--- src/rtl/fetch_unit.sv ---
// fetch_unit: instruction fetch stage feeding the single-cycle controller.
// Owns the PC, fetches one instruction over a valid/ready memory port,
// holds it stable for the datapath and advances on consume.
// Optional build macro FETCH_CNT_EN adds a 32-bit consume counter output.
//
// state | meaning
// ------+-----------------------------------------------------------
// IDLE  | post-reset bubble, nothing outstanding
// REQ   | request valid, imem_addr = PC held until accepted
// WAIT  | request accepted, waiting for read data
// HOLD  | instruction valid for the datapath until consumed
// ERR   | misaligned branch/jump target taken; sticky until reset
module fetch_unit #(
    parameter int unsigned     XLEN     = 32,
    parameter logic [XLEN-1:0] RESET_PC = '0
) (
    input  logic            clk,
    input  logic            reset,
    output logic            imem_req_valid,
    input  logic            imem_req_ready,
    output logic [XLEN-1:0] imem_addr,
    input  logic            imem_rsp_valid,
    input  logic [31:0]     imem_rdata,
    output logic            instr_valid,
    input  logic            instr_ready,
    output logic [31:0]     instr,
    output logic [6:0]      OPcode,
    output logic [2:0]      Funct3,
    output logic [6:0]      Funct7,
    output logic [XLEN-1:0] PC,
    output logic [XLEN-1:0] PCPlus4,
    input  logic            PCSrc,
    input  logic [XLEN-1:0] PCTarget,
    output logic            fetch_err
`ifdef FETCH_CNT_EN
    ,
    output logic [31:0]     fetch_count
`endif
);

    typedef enum logic [2:0] {
        IDLE = 3'd0,
        REQ  = 3'd1,
        WAIT = 3'd2,
        HOLD = 3'd3,
        ERR  = 3'd4
    } state_t;

    localparam logic [31:0]     NOP    = 32'h0000_0013;
    localparam logic [XLEN-1:0] PC_INC = XLEN'(4);

    state_t          state_q, state_d;
    logic [XLEN-1:0] pc_q, pc_d;
    logic [31:0]     instr_q, instr_d;
    logic [XLEN-1:0] pc_plus4;

    assign pc_plus4 = pc_q + PC_INC;

`ifdef FETCH_CNT_EN
    logic [31:0] cnt_q, cnt_d;
    assign fetch_count = cnt_q;
`endif

    // State, PC and instruction registers; reset wins over everything.
    always_ff @(posedge clk) begin
        if (reset) begin
            state_q <= IDLE;
            pc_q    <= RESET_PC;
            instr_q <= NOP;
`ifdef FETCH_CNT_EN
            cnt_q   <= '0;
`endif
        end else begin
            state_q <= state_d;
            pc_q    <= pc_d;
            instr_q <= instr_d;
`ifdef FETCH_CNT_EN
            cnt_q   <= cnt_d;
`endif
        end
    end

    // Next-state logic; inputs are only qualified in the state that uses them.
    always_comb begin
        state_d = state_q;
        pc_d    = pc_q;
        instr_d = instr_q;
`ifdef FETCH_CNT_EN
        cnt_d   = cnt_q;
`endif
        case (state_q)
            IDLE: state_d = REQ;
            REQ: begin
                if (imem_req_ready) state_d = WAIT;
            end
            WAIT: begin
                if (imem_rsp_valid) begin
                    instr_d = imem_rdata;
                    state_d = HOLD;
                end
            end
            HOLD: begin
                if (instr_ready) begin
`ifdef FETCH_CNT_EN
                    cnt_d = cnt_q + 32'd1;
`endif
                    if (PCSrc) begin
                        // A misaligned target leaves PC pointing at the faulting instruction.
                        if (PCTarget[1:0] != 2'b00) begin
                            state_d = ERR;
                        end else begin
                            pc_d    = PCTarget;
                            state_d = REQ;
                        end
                    end else begin
                        pc_d    = pc_plus4;
                        state_d = REQ;
                    end
                end
            end
            ERR:     state_d = ERR;
            default: state_d = IDLE;
        endcase
    end

    // Moore outputs decoded from state; fields split combinationally from instr.
    always_comb begin
        imem_req_valid = (state_q == REQ);
        instr_valid    = (state_q == HOLD);
        fetch_err      = (state_q == ERR);
        imem_addr      = pc_q;
        PC             = pc_q;
        PCPlus4        = pc_plus4;
        instr          = instr_q;
        OPcode         = instr_q[6:0];
        Funct3         = instr_q[14:12];
        Funct7         = instr_q[31:25];
    end

endmodule

--- config.mk ---
export PLATFORM = sky130hd
export DESIGN_NAME = fetch_unit
export DESIGN_NICKNAME = d
export VERILOG_FILES = /design/src/rtl/fetch_unit.sv
export SDC_FILE = /design/constraint.sdc
export NUM_CORES = 1
export LEC_CHECK = 0
export ABC_AREA = 1
export BUFFER_PORTS_ARGS = -buffer_cell sky130_fd_sc_hd__buf_2
export CORE_UTILIZATION = 49
export CTS_CLUSTER_DIAMETER = 50
export DETAILED_ROUTE_END_ITERATION = 10
export GPL_TIMING_DRIVEN = 0
export PLACE_DENSITY = 0.86
export SYNTH_ARGS = -nofsm -noshare
export SYNTH_HDL_FRONTEND = slang
export SYNTH_SLANG_ARGS = --single-unit
--- constraint.sdc ---
create_clock -name clk -period 4 [get_ports clk]
set_clock_uncertainty 0.15 [all_clocks]
set_input_delay 0.4 -clock clk [delete_from_list [all_inputs] [get_ports clk]]
set_output_delay 0.4 -clock clk [all_outputs]
set_load 0.01 [all_outputs]
==> impl_results.md <==
* Nets at 902
* Skew-Pair Late Insertion Delay at 0.35 ns
* # port buffers at 215
* Avg Cell Area, Syn at 6.71 sq um
* Post-layout minimum cycle time at 2.62 ns
* FF-to-FF path depth at 8
* First-pass GRT wire length at 19.9 mm
* I/O pin cnt at 218
* Top cell type's share of synthesized area at 0.331
* Main flop type after synthesis: dfxtp_1
* CTS tree: built
* Die area at 8650 sq um
* Non-Filler Cell Area, Final at 5480 sq um
* Detail Route Antenna Nets at 0
* Chip height at 93 um
* Final GP Congestion at 0.939
* Synth Net Count at 676
* # fillers at 676
* RSZ-0062 raised after global routing: no
* Hold Path Sink: instr[4]$_SDFFE_PP1P_
* Pwr per Cell Area at 324 nW/um^2
* Hold Crit Class: primary input to flip-flop
* H-tree levels at 3
* P&R area growth vs syn at 35.0%
* CTS buffer count at 9
* CP Capture Type: output pin
* Synth Instances at 605
* Core ar. at 7890 sq um
* Final setup viols at 0
* Hold Path Cell Cnt at 3
* Gr ovfl total at 0
* Pre-Repair DR Iteration Count at 6
* Mapped cell area at 4060 sq um
* Register area share after synthesis at 0.331
* Setup TNS at 0 ns
* Reg2reg start: PC[3]$_SDFFE_PP0P_
* Initial drt markers at 194
* Residual DRC at 0
* Total track usage at 0.294
* Largest cells by area after synthesis: dfxtp_1, nand2_1, buf_4
* Number of synthesized register bits at 67
* Period utilisation layout at 0.655
* Clock Path Buffers at 2
* Most instantiated cells after synthesis: nand2_1, nor2_1, dfxtp_1
* Average routed wire per standard cell at 13.7 um
* Die width at 93 um
* Pin count of the biggest net entering global routing at 13
* Number of max-cap violations at 0
* Max Clk Rate at 382 MHz
* Post-synth EDFFs at 0
* Vias at 4614
* Most common cell in the netlist: nand2_1
* Synth unique cells at 31
* R2R Setup Slk at 2.04 ns
* Area leader, netlist: dfxtp_1
* Clock sink total at 67
* Worst Path Max Fanout at 5
* Hold_sp: imem_rdata[4]
* Crit Path Category: flip-flop to output pin
* Reg clk slew, reported paths at 0.09 ns
* Placed Area at 5260 sq um
* Rel. slew slack at 0.614
* # diodes at 0
* CP required at 3.45 ns
* Cts hold-fix bufs at 0
* WP data arrival at 2.07 ns
* Routed wire length at 12.8 mm
* Root buffer cell: clkbuf_8
* Status: finished, final reports clean
* Postcts setup bufs at 0
* Share of flip-flops with an asynchronous set or reset at 0
* # rows at 32
* CTS resizes at 0
* Number of global-route vias before repair at 4258
* Warnings, synthesis at 0
* Maximum vdd drop at 0.355 mV
* Initial Util at 0.514
* Dpl hpwl at 10.0 mm
* Worst Tran Pin Value at 0.579 ns
* Static Leak at 2.98 nW
* Final hold violations at 0
* Initial antenna violation count at 0
* Layout cell share with drive strength beyond 1 at 0.398
* Vias per Instance at 4.92
* Reg-to-reg endpoint: PC[12]$_SDFFE_PP0P_
* Startpoint Class: flip-flop
* Max Slew Vio Count at 0
[power by group]
group          switching, W  internal [W]
combinational      0.000210      0.000160
clock              0.000286      0.000353
sequential        0.0000458      0.000719
[worst max-delay path by stage]
stage                            start           to  slack, ns  cells after the start
finish              PC[3]$_SDFFE_PP0P_  PCPlus4[12]       1.38                      7
global route        PC[3]$_SDFFE_PP0P_  PCPlus4[12]       1.23                      7
CTS                 PC[3]$_SDFFE_PP0P_  PCPlus4[12]       1.37                      7
detailed placement  PC[3]$_SDFFE_PP0P_  PCPlus4[12]       1.75                      7
floorplan           PC[3]$_SDFFE_PP0P_  PCPlus4[18]       2.07                      6
global placement    PC[3]$_SDFFE_PP0P_  PCPlus4[18]       1.81                      7
[sequential cells by signal, indices dropped and copies added (netlist names)]
| register | cells |
|---|---|
| state_q | 3 |
| PC | 32 |
| instr | 32 |
[critical path, stage by stage (launching register included)]
cell	delay (ns)
dfxtp_1	0.42
ha_1	0.24
nand2_1	0.07
nor2_1	0.17
nand2_2	0.15
nor2_2	0.18
xor2_1	0.29
buf_2	0.19
[cell usage in the layout (no fill, tap or decap), drive strengths merged]
cell / instances
buf: 277
nand2: 163
nor2: 109
dfxtp: 67
inv: 56
o21ai: 49
nand3: 37
a21oi: 24
clkbuf: 20
xor2: 11
a31oi: 6
xnor2: 4
nor3: 3
and2: 3
clkinv: 2
clkinvlp: 2
bufinv: 2
ha: 1
[metrics by stage]
| stage | total power (W) | setup WS, ns | utilization | hold WS [ns] | instances |
|---|---|---|---|---|---|
| after floorplan | 0.000982 | 2.07 | - | 0.351 | 605 |
| after global placement | 0.00113 | 1.81 | 0.667 | 0.314 | 922 |
| after detailed placement | 0.00115 | 1.75 | 0.667 | 0.332 | 922 |
| after CTS | 0.00178 | 1.37 | 0.694 | 0.113 | 938 |
| after global routing | 0.00184 | 1.23 | 0.694 | 0.116 | 938 |
| final | 0.00177 | 1.38 | 0.694 | 0.120 | 938 |
[area by class of cell]
cell class / count / area [sq um] / area share
inverter: 56 / 211 / 0.0386
sequential: 67 / 1340 / 0.245
clock inverter: 6 / 88.8 / 0.0162
tap: 102 / 128 / 0.0233
timing repair buffer: 215 / 1080 / 0.196
clock buffer: 10 / 128 / 0.0233
buffer: 72 / 499 / 0.0911
multi-input combinational: 410 / 2010 / 0.366
[routing by layer]
metal  routed length (um)  up-vias  track usage
met4                  299        0        0.123
li1                     -     2288            -
met3                 1070       33       0.0634
met5                    0        -            0
met2                 6470      243        0.531
met1                 5010     2050        0.332
[cells by family (layout without fill, tap and decap cells)]
| group | after synthesis | in the layout | share of synthesized area |
|---|---|---|---|
| AOI/OAI and AO/OA | 79 | 79 | 0.105 |
| adders and majority gates | 1 | 1 | 0.00308 |
| DFF | 67 | 67 | 0.331 |
| buffers and inverters | 128 | 359 | 0.175 |
| xor gates and xnor gates | 15 | 15 | 0.0398 |
| and+or+nand+nor | 315 | 315 | 0.347 |
Power figures use the tool's default switching activity.
